===== config.mk =====
export PLATFORM = sky130hd
export DESIGN_NAME = kb_ascii_fifo_flat
export DESIGN_NICKNAME = d
export VERILOG_FILES = /design/src/rtl/kb_ascii_fifo_if.sv /design/src/rtl/kb_ascii_fifo.sv /design/src/flat_wrapper.sv
export SDC_FILE = /design/constraint.sdc
export NUM_CORES = 1
export LEC_CHECK = 0
export CAP_MARGIN = 20
export CORE_ASPECT_RATIO = 2
export CORE_MARGIN = 4
export CORE_UTILIZATION = 55
export CTS_CLUSTER_DIAMETER = 150
export DETAILED_ROUTE_END_ITERATION = 8
export DONT_BUFFER_PORTS = 1
export MAX_ROUTING_LAYER = met4
export PLACE_DENSITY = 0.73
export SLEW_MARGIN = 20
export SYNTH_ARGS = -nofsm -noshare
export SYNTH_HDL_FRONTEND = slang
export SYNTH_SLANG_ARGS = --single-unit
export TNS_END_PERCENT = 10

===== constraint.sdc =====
create_clock -name clk -period 4.73 [get_ports clk]
set_input_delay 0.2365 -clock clk [delete_from_list [all_inputs] [get_ports clk]]
set_output_delay 0.2365 -clock clk [all_outputs]
set_load 0.02 [all_outputs]

===== src/rtl/kb_ascii_fifo_if.sv =====
// Key-code to ASCII FIFO bus: capture strobe, pop strobe, status flags.
// KB_OVF_CNT_EN adds the saturating overrun counter to the bundle.
interface kb_ascii_fifo_if;
  logic [7:0] key_code;
  logic       got_code_tick;
  logic       rd_ascii;
  logic       clr_ovf;
  logic [7:0] ascii_out;
  logic       empty;
  logic       full;
  logic       overflow;
`ifdef KB_OVF_CNT_EN
  logic [7:0] ovf_count;

  modport slave (
    input  key_code, got_code_tick, rd_ascii, clr_ovf,
    output ascii_out, empty, full, overflow, ovf_count
  );
  modport master (
    output key_code, got_code_tick, rd_ascii, clr_ovf,
    input  ascii_out, empty, full, overflow, ovf_count
  );
`else
  modport slave (
    input  key_code, got_code_tick, rd_ascii, clr_ovf,
    output ascii_out, empty, full, overflow
  );
  modport master (
    output key_code, got_code_tick, rd_ascii, clr_ovf,
    input  ascii_out, empty, full, overflow
  );
`endif
endinterface


===== src/rtl/kb_ascii_fifo.sv =====
// Set-2 scan code -> ASCII translate stage feeding a 2^W_SIZE x 8 FIFO.
// Optional macro KB_OVF_CNT_EN adds a saturating overrun counter (ovf_count).
module kb_ascii_fifo #(
  parameter int W_SIZE = 2
) (
  input  logic           clk,
  input  logic           reset,
  kb_ascii_fifo_if.slave bus
);
  localparam int DEPTH = 1 << W_SIZE;

  logic [7:0]    r_mem [DEPTH];
  logic [W_SIZE:0] r_wr_ptr, r_rd_ptr;
  logic [7:0]    r_ascii;
  logic          r_map_ok;
  logic          r_stage_valid;
  logic          r_overflow;

  logic [7:0]    w_map;
  logic          w_map_ok;
  logic          w_empty, w_full, w_pop, w_wr, w_drop;

  always_comb begin
    w_map    = 8'h00;
    w_map_ok = 1'b1;
    case (bus.key_code)
      8'h45: w_map = 8'h30;
      8'h16: w_map = 8'h31;
      8'h1E: w_map = 8'h32;
      8'h26: w_map = 8'h33;
      8'h25: w_map = 8'h34;
      8'h2E: w_map = 8'h35;
      8'h36: w_map = 8'h36;
      8'h3D: w_map = 8'h37;
      8'h3E: w_map = 8'h38;
      8'h46: w_map = 8'h39;
      8'h1C: w_map = 8'h41;
      8'h32: w_map = 8'h42;
      8'h21: w_map = 8'h43;
      8'h23: w_map = 8'h44;
      8'h24: w_map = 8'h45;
      8'h2B: w_map = 8'h46;
      8'h34: w_map = 8'h47;
      8'h33: w_map = 8'h48;
      8'h43: w_map = 8'h49;
      8'h3B: w_map = 8'h4A;
      8'h42: w_map = 8'h4B;
      8'h4B: w_map = 8'h4C;
      8'h3A: w_map = 8'h4D;
      8'h31: w_map = 8'h4E;
      8'h44: w_map = 8'h4F;
      8'h4D: w_map = 8'h50;
      8'h15: w_map = 8'h51;
      8'h2D: w_map = 8'h52;
      8'h1B: w_map = 8'h53;
      8'h2C: w_map = 8'h54;
      8'h3C: w_map = 8'h55;
      8'h2A: w_map = 8'h56;
      8'h1D: w_map = 8'h57;
      8'h22: w_map = 8'h58;
      8'h35: w_map = 8'h59;
      8'h1A: w_map = 8'h5A;
      8'h29: w_map = 8'h20;
      8'h5A: w_map = 8'h0D;
      8'h66: w_map = 8'h08;
      default: w_map_ok = 1'b0;
    endcase
  end

  // Full: same slot index, opposite lap bit.
  assign w_empty = (r_wr_ptr == r_rd_ptr);
  assign w_full  = (r_wr_ptr[W_SIZE-1:0] == r_rd_ptr[W_SIZE-1:0]) &&
                   (r_wr_ptr[W_SIZE] != r_rd_ptr[W_SIZE]);
  assign w_pop   = bus.rd_ascii & ~w_empty;
  // A same-edge pop frees the slot, so a full FIFO still accepts the write.
  assign w_wr    = r_stage_valid & r_map_ok & (~w_full | w_pop);
  assign w_drop  = r_stage_valid & r_map_ok & w_full & ~w_pop;

  always_ff @(posedge clk) begin
    if (reset) begin
      r_stage_valid <= 1'b0;
      r_map_ok      <= 1'b0;
      r_ascii       <= 8'h00;
    end else begin
      r_stage_valid <= bus.got_code_tick;
      if (bus.got_code_tick) begin
        r_ascii  <= w_map;
        r_map_ok <= w_map_ok;
      end
    end
  end

  always_ff @(posedge clk) begin
    if (reset) begin
      r_wr_ptr   <= '0;
      r_rd_ptr   <= '0;
      r_overflow <= 1'b0;
    end else begin
      if (w_wr)  r_wr_ptr <= r_wr_ptr + 1'b1;
      if (w_pop) r_rd_ptr <= r_rd_ptr + 1'b1;
      if (w_drop)           r_overflow <= 1'b1;
      else if (bus.clr_ovf) r_overflow <= 1'b0;
    end
  end

  always_ff @(posedge clk) begin
    if (!reset && w_wr) r_mem[r_wr_ptr[W_SIZE-1:0]] <= r_ascii;
  end

`ifdef KB_OVF_CNT_EN
  logic [7:0] r_ovf_count;

  always_ff @(posedge clk) begin
    if (reset)                  r_ovf_count <= 8'h00;
    else if (w_drop) begin
      if (bus.clr_ovf)          r_ovf_count <= 8'h01;
      else if (r_ovf_count != 8'hFF) r_ovf_count <= r_ovf_count + 8'h01;
    end else if (bus.clr_ovf)   r_ovf_count <= 8'h00;
  end

  assign bus.ovf_count = r_ovf_count;
`endif

  assign bus.ascii_out = r_mem[r_rd_ptr[W_SIZE-1:0]];
  assign bus.empty     = w_empty;
  assign bus.full      = w_full;
  assign bus.overflow  = r_overflow;
endmodule


===== src/flat_wrapper.sv =====
// flat-port wrapper written by rule: the top's interface ports become plain ports
module kb_ascii_fifo_flat 
#(
  parameter int W_SIZE = 2
)
  (clk, reset, bus_key_code, bus_got_code_tick, bus_rd_ascii, bus_clr_ovf, bus_ascii_out, bus_empty, bus_full, bus_overflow);
  kb_ascii_fifo_if bus_i ();
  input  logic clk;
  input  logic reset;
  input wire logic [$bits(bus_i.key_code)-1:0] bus_key_code;
  input wire logic [$bits(bus_i.got_code_tick)-1:0] bus_got_code_tick;
  input wire logic [$bits(bus_i.rd_ascii)-1:0] bus_rd_ascii;
  input wire logic [$bits(bus_i.clr_ovf)-1:0] bus_clr_ovf;
  output wire logic [$bits(bus_i.ascii_out)-1:0] bus_ascii_out;
  output wire logic [$bits(bus_i.empty)-1:0] bus_empty;
  output wire logic [$bits(bus_i.full)-1:0] bus_full;
  output wire logic [$bits(bus_i.overflow)-1:0] bus_overflow;
  assign bus_i.key_code = bus_key_code;
  assign bus_i.got_code_tick = bus_got_code_tick;
  assign bus_i.rd_ascii = bus_rd_ascii;
  assign bus_i.clr_ovf = bus_clr_ovf;
  assign bus_ascii_out = bus_i.ascii_out;
  assign bus_empty = bus_i.empty;
  assign bus_full = bus_i.full;
  assign bus_overflow = bus_i.overflow;
  kb_ascii_fifo #(.W_SIZE(W_SIZE)) u_core (.clk(clk), .reset(reset), .bus(bus_i));
endmodule

==> summary.txt, run 1 <==
STA
  – Fmax: 511 MHz
  – Least-Margin Pin Slew: 0.809 ns
  – Layout Skew: 0.00342 ns
  – Setup repair after global routing missed its margin: no
  – Final period utilization: 0.414
  – Final hold slack: 0.00587 ns
  – Pins Over Slew Limit: 0
  – Final min period: 1.96 ns
  – Fin. Hold Viols: 0
  – Slew headroom: 0.459
  – Final TNS setup: 0 ns
  – Final setup vio count: 0

Clock tree
  – CTS clk-pin slew, worst paths: 0.08 ns
  – Number of CTS-inserted buffers: 5
  – Htree depth: 2
  – CTS tree: done
  – CTS Sinks: 46
  – Skew-Pair Late Insertion Delay: 0.29 ns
  – Post-CTS sizing: 0
  – Root Driver: clkbuf_8
  – Deepest clock path buffer count: 2

Power
  – Power per Cell Area: 266 nW/um2
  – Clock power frac: 0.313
  – Pint: 0.000566 W
  – Reg power frac: 0.599
  – Leakage: 0.895 nW
  – Switching share of total power: 0.229
  – VDD IR max: 199 uV
  – Part of the power in combinational logic: 0.088
  – Sw power: 0.000168 W

Run
  – Max_cap viols: 0

GRT
  – Global Route met1 Usage: 0.169
  – Gr ovfl total: 0
  – All-Layer GR Usage: 0.197
  – Grt met2 use: 0.362
  – Vias in the first global route: 1,949
  – First-pass GRT wire length: 9030 um
  – Largest net degree at the start of global routing: 29
  – Grt met3 use: 0.0377
  – Initial antenna violation count: 0
  – Busiest grt layer: met2

Logic synthesis
  – Seq/Total Area, Yosys: 0.453
  – Post-Syn Instances: 249
  – Post-Synth Adder-Cell Area: 0.0236
  – Post-Syn Area: 2650 um2
  – Syn_nets: 267
  – Synth Area in Compound Gates: 0.141
  – Number of flops mapped to enable cells by yosys: 28
  – Syn_area_per_cell: 10.7 um2
  – Post-synth top flop: edfxtp_1
  – Post-synth ARST share: 0
  – Largest family of logic cells by synthesized area: simple AND/OR/NAND/NOR gates
  – Post-Synth XOR/XNOR Area: 0.0330
  – Yosys reg bits: 46
  – Synth Area in Simple Gates: 0.231
  – Proportion of synthesized area in mux cells: 0.0707
  – Warnings, synthesis: 0
  – Synth unique cells: 55

Layout
  – # fillers: 412
  – Leading cell types in the layout, fill and taps excluded: edfxtp_1, nor2_1, nand2_1
  – Register area: 1200 um2
  – Final Util: 0.594
  – Share of cells above drive strength 1: 0.0996
  – Commonest non-fill, non-tap cell in the layout: edfxtp_1
  – ANT cells: 0
  – Final net count: 258
  – Multi-input gate area: 1340 um2
  – Area Overhead vs Synth: 3.82%

Placement
  – RePlAce Congestion: 0.943
  – PortBufs: 0
  – Post-DP HPWL: 4190 um

Critical path
  – Max stage delay on crit path: 0.53 ns
  – WP data arrival: 1.97 ns
  – Worst setup EP type: flip-flop
  – Required @ worst endpoint: 4.75 ns
  – Slowest cell on the critical path: o311ai_2
  – CP max FO: 7
  – Critical-path cell list: xnor2_1 > nand2_1 > o311ai_2 > nor2_1 > and2_1
  – Critical path class: reg -> reg
  – CP Launch Type: flip-flop
  – Reg2reg setup slack: 2.77 ns

Detailed routing
  – Wirelength per Cell: 18.9 um
  – DR vias: 1,896
  – Detailed Route Iter0 Violations: 47
  – Routed WL: 5590 um
  – Final ANT Viol Nets: 0
  – Drt drc: 0
  – 1st-pass router iterations: 4
  – Drt via density: 6.41

Floorplan
  – Row count: 35
  – Die area: 6070 um2
  – I/O pin count: 24
  – Total core area: 4640 um2
  – Initial core utilization: 0.572
  – Die extent in x: 57.1 um
  – Height of the chip: 106 um

Run status
  – Status: finished clean

Hold path
  – Hold WC Path Type: in -> reg
logic make-up (layout without fill, tap and decap cells):
kind of cell    Yosys count  after routing
simple gates            101            101
buf+inv                  27             19
xor+xnor                 10             10
flops                    46             46
other cells               1              1
mux                      10             10
fa+ha+maj                 5              5
compound gates           49             49
path summary, 6_finish.rpt:
| kind | start | endpoint | cells after the start |
|---|---|---|---|
| setup / recovery | u_core.r_wr_ptr[1] | u_core.r_mem[0][4] | 5 |
| hold / removal | reset | u_core.r_ascii[0] | 1 |
| setup reg to reg | u_core.r_wr_ptr[1] | u_core.r_mem[0][4] | 5 |
| hold reg to reg | u_core.r_ascii[4] | u_core.r_mem[2][4] | 0 |
cell usage after synthesis (5+ instances only):
| library cell | n | area share |
|---|---|---|
| a21oi_1 | 8 | 0.015 |
| edfxtp_1 | 28 | 0.32 |
| xnor2_1 | 5 | 0.017 |
| inv_1 | 8 | 0.011 |
| nor2_1 | 25 | 0.035 |
| nor2b_1 | 10 | 0.024 |
| a311oi_1 | 5 | 0.017 |
| dfxtp_1 | 18 | 0.14 |
| buf_2 | 8 | 0.015 |
| nand2_1 | 19 | 0.027 |
| ha_1 | 5 | 0.024 |
| nand3_1 | 7 | 0.013 |
| clkbuf_1 | 8 | 0.011 |
| o21ai_0 | 6 | 0.011 |
| xor2_1 | 5 | 0.017 |
| mux4_2 | 7 | 0.059 |
layer usage:
metal,wire (um),vias up
li1,-,914
met1,1830,900
met2,3240,59
met3,210,23
met4,306,0
met5,0,-
final cells by class:
cell class	count	share of cell area
inverter	8	0.0109
tap	55	0.0250
timing repair buffer	3	0.0109
clock inverter	3	0.00772
clock buffer	5	0.0250
multi-input combinational	176	0.485
sequential	46	0.436
metrics by stage:
step	cell area, um2	instances	setup slack, ns	total power, W
detailed placement	2630	285	2.63	0.000510
CTS	2730	294	2.62	0.000734
floorplan	2650	249	3.01	0.000516
global placement	2630	285	2.80	0.000509
global route	2760	296	2.61	0.000765
finish	2760	296	2.77	0.000734
power by group through the flow:
stage | logic [W] | registers, W | clock network (W)
2_1_floorplan | 0.0000716 | 0.000445 | 0
3_3_place_gp | 0.0000604 | 0.000449 | 0
3_5_place_dp | 0.0000612 | 0.000449 | 0
4_1_cts | 0.0000623 | 0.000440 | 0.000232
5_1_grt | 0.0000705 | 0.000442 | 0.000252
6_report | 0.0000645 | 0.000440 | 0.000230
sequential cells by signal (all words and copies together) (netlist names), named ones only:
signal                cells
u_core.bus.overflow       1
u_core.r_ascii            7
u_core.r_map_ok           1
u_core.r_mem             28
u_core.r_rd_ptr           3
u_core.r_stage_valid      1
u_core.r_wr_ptr           3
timing repair:
action | 4_1_cts | 5_1_grt
hold endpoints to repair | 1 | 3
setup buffers | 0 | 0
hold buffers | 1 | 2
critical path: cells and delay by family, from the launching register on:
| kind | cells | cell delay, ns |
|---|---|---|
| compound gates | 1 | 0.53 |
| flops | 1 | 0.43 |
| xor+xnor | 1 | 0.14 |
| simple gates | 3 | 0.58 |
No activity file was read; power rests on OpenSTA's default activity.
==> run 2, diff against run 1 <==
--- a/config.mk
+++ b/config.mk
@@ -5,6 +5,7 @@
 export SDC_FILE = /design/constraint.sdc
 export NUM_CORES = 1
 export LEC_CHECK = 0
+export ABC_AREA = 1
 export CAP_MARGIN = 20
 export CORE_ASPECT_RATIO = 2
 export CORE_MARGIN = 4
@@ -13,7 +14,7 @@
 export DETAILED_ROUTE_END_ITERATION = 8
 export DONT_BUFFER_PORTS = 1
 export MAX_ROUTING_LAYER = met4
-export PLACE_DENSITY = 0.73
+export PLACE_DENSITY = 0.76
 export SLEW_MARGIN = 20
 export SYNTH_ARGS = -nofsm -noshare
 export SYNTH_HDL_FRONTEND = slang
==> constraint.sdc (replaced) <==
create_clock -name clk -period 1.8 [get_ports clk]
set_input_delay 0.09 -clock clk [delete_from_list [all_inputs] [get_ports clk]]
set_output_delay 0.09 -clock clk [all_outputs]
set_load 0.02 [all_outputs]
==> summary.txt, run 2 <==
Critical path
  – Critical path class: reg -> reg
  – CP max FO: 7 (unchanged)
  – WP data arrival: 1.70 ns (-0.27 ns)
  – Max stage delay on crit path: 0.38 ns (-0.15 ns)
  – Reg2reg setup slack: 0.12 ns (-2.65 ns)
  – Critical-path cell list: xnor2_1 > nor2_1 > nand2_1 > nand2_1 > or2_2 > nor2_1 > buf_4
  – RR Endpoint: u_core.r_mem[1][6]
  – Worst r2r src: u_core.r_rd_ptr[2]
  – Slowest cell on the critical path: dfxtp_1
  – Worst setup EP type: flip-flop
  – Reg2Reg Depth: 7 (+2)
  – Required @ worst endpoint: 1.82 ns (-2.93 ns)
  – CP Launch Type: flip-flop

Hold path
  – Hold WC Path Type: in -> reg
  – Hold_sp: bus_rd_ascii
  – WHS Path Cells: 3 (+2)
  – Hold worst-path end: u_core.bus.overflow

Detailed routing
  – Detailed Route Iter0 Violations: 99 (+110%)
  – DR vias: 2,212 (+17%)
  – Drt via density: 5.36 (-16%)
  – Wirelength per Cell: 15.5 um (-18%)
  – Drt drc: 0 (unchanged)
  – Final ANT Viol Nets: 0 (unchanged)
  – Routed WL: 6410 um (+15%)
  – 1st-pass router iterations: 5 (+1)

STA
  – Final setup vio count: 0 (unchanged)
  – Layout Skew: 0.00379 ns (+0.000365 ns)
  – Final min period: 1.68 ns (-0.279 ns)
  – Fin. Hold Viols: 0 (unchanged)
  – Fmax: 596 MHz (+17%)
  – Setup repair after global routing missed its margin: no
  – Final hold slack: 0.00623 ns (+0.000363 ns)
  – Final period utilization: 0.932 (+0.519)
  – Pins Over Slew Limit: 0 (unchanged)
  – Final TNS setup: 0 ns (unchanged)
  – Least-Margin Pin Slew: 0.720 ns (-0.0895 ns)
  – Slew headroom: 0.519 (+0.0592)

Placement
  – Post-DP HPWL: 5190 um (+24%)
  – RePlAce Congestion: 1.04 (+11%)
  – DP Cell Count: 400 (+40%)
  – PortBufs: 0 (unchanged)
  – Post-placement cell area: 2740 um2 (+4.2%)

Clock tree
  – Htree depth: 2 (unchanged)
  – CTS Sinks: 46 (unchanged)
  – Root Driver: clkbuf_8
  – Deepest clock path buffer count: 2 (unchanged)
  – Skew-Pair Late Insertion Delay: 0.30 ns (about the same)
  – CTS tree: done
  – Number of CTS-inserted buffers: 5 (unchanged)
  – CTS clk-pin slew, worst paths: 0.08 ns (about the same)

GRT
  – First-pass GRT wire length: 10,300 um (+14%)
  – Initial antenna violation count: 0 (unchanged)
  – All-Layer GR Usage: 0.235 (+0.0372)
  – Gr ovfl total: 0 (unchanged)
  – Largest net degree at the start of global routing: 18 (-38%)
  – Vias in the first global route: 2,215 (+14%)

Logic synthesis
  – Post-synth ARST share: 0 (unchanged)
  – Number of flops mapped to enable cells by yosys: 28 (unchanged)
  – Seq/Total Area, Yosys: 0.453 (+0.000855)
  – Warnings, synthesis: 0 (unchanged)
  – Post-Syn Instances: 343 (+38%)
  – Syn_area_per_cell: 7.72 um2 (-28%)
  – Count leader, synth: nand2_1
  – Post-Syn Area: 2650 um2 (-0.19%)
  – Yosys reg bits: 46 (unchanged)
  – Share of the synthesized area in the top cell type: 0.317 (+0.000599)
  – Commonest cells in the netlist: nand2_1, nor2_1, edfxtp_1
  – Post-synth top flop: edfxtp_1
  – Synth unique cells: 34 (-38%)
  – Syn_nets: 361 (+35%)
  – Largest cells by area after synthesis: edfxtp_1, dfxtp_1, nand2_1
  – Cell taking the most area after synthesis: edfxtp_1

Layout
  – # fillers: 422 (+2.4%)
  – Cell area after layout: 2900 um2 (+5.3%)
  – Area Overhead vs Synth: 9.54%
  – Final net count: 375 (+45%)
  – Finished Layout Cells: 413 (+40%)
  – ANT cells: 0 (unchanged)
  – Largest register FFs: 28 (unchanged)
  – Leading cell types in the layout, fill and taps excluded: nand2_1, nor2_1, edfxtp_1
  – Commonest non-fill, non-tap cell in the layout: nand2_1
  – Share of cells above drive strength 1: 0.187 (+0.0876)

Power
  – Tot Pwr: 0.00210 W (+190%)
  – Leakage: 1.25 nW (+40%)
  – Power per Cell Area: 724 nW/um2 (+170%)
  – VDD IR max: 444 uV (+120%)

Floorplan
  – Total core area: 4640 um2 (unchanged)
  – Die area: 6060 um2 (-0.17%)
  – I/O pin count: 24 (unchanged)
  – Row count: 35 (unchanged)
  – Die extent in x: 57.1 um (about the same)
  – Initial core utilization: 0.571 (-0.00108)
  – Height of the chip: 106 um (about the same)

Run status
  – Status: finished clean

Run
  – Max_cap viols: 0 (unchanged)
[run 2: changes by cell type in the layout (fill, tap and decap cells not counted), moves of 10 or more]
| cell | change |
|---|---|
| o21ai_0 | +14 |
| nor2b_1 | -10 |
| inv_1 | +17 |
| nand2_1 | +71 |
| nand2_2 | +20 |
| nor2_1 | +34 |
[run 2: final cells by class]
type	instances	area, um2	share of cell area
repair buffers	14	118	0.0405
flip-flops and latches	46	1200	0.414
inverters	33	124	0.0427
multi-input cells	257	1280	0.441
clock buffers	6	72.6	0.0250
well taps	55	68.8	0.0237
clock inverters	2	37.5	0.0129
[run 2: metrics by stage]
step           worst slack (ns)   util
2_1_floorplan           -0.0530      -
3_3_place_gp              0.158  0.590
3_5_place_dp              0.127  0.590
4_1_cts                   0.103  0.625
5_1_grt                 0.00103  0.625
6_report                  0.122  0.625
[run 2: worst max-delay path by stage]
| stage | startpoint | end | cells after the start |
|---|---|---|---|
| detailed placement | u_core.r_wr_ptr[2] | u_core.r_mem[1][3] | 7 |
| global route | u_core.r_rd_ptr[2] | u_core.r_mem[1][4] | 7 |
| floorplan | u_core.r_rd_ptr[2] | u_core.r_mem[0][0] | 6 |
| finish | u_core.r_rd_ptr[2] | u_core.r_mem[1][6] | 7 |
| CTS | u_core.r_rd_ptr[2] | u_core.r_mem[1][3] | 7 |
| global placement | u_core.r_wr_ptr[0] | u_core.r_mem[1][0] | 8 |
[run 2: kinds of logic (layout without fill, tap and decap cells)]
logic type	after synthesis	count (layout)	share of synthesized area
and+or+nand+nor	204	204	0.354
xor gates and xnor gates	4	4	0.0132
DFF	46	46	0.453
other	1	1	0.00142
buffers and inverters	40	55	0.0638
adders and majority gates	5	5	0.0236
AOI/OAI and AO/OA	43	43	0.0907
[run 2: where the power goes]
part / total (W) / internal [W] / switching (W) / leakage (nW)
sequential: 0.00114 / 0.00112 / 0.0000152 / 0.385
clock: 0.000751 / 0.000414 / 0.000337 / 0.0514
combinational: 0.000213 / 0.0000663 / 0.000147 / 0.818
[run 2: metal layers]
layer | part of all wire | GRT usage
met1 | 0.28 | 0.163
met2 | 0.62 | 0.472
met3 | 0.025 | 0.0267
met4 | 0.077 | 0.189
met5 | 0 | -
[run 2: worst max-delay path, delay by kind of cell, from the launching register on]
family                    cells  cell delay [ns]
buffers and inverters         1             0.18
and+or+nand+nor               5             0.67
xor gates and xnor gates      1             0.16
DFF                           1             0.38
[run 2: what timing repair did]
| item | in CTS | in global routing |
|---|---|---|
| hold buffers | 5 | 0 |
| endpoints found under the hold margin | 18 | 0 |
| setup endpoints to repair | 0 | 7 |
| setup buffers | 0 | 0 |
| resized for setup | 0 | 1 |
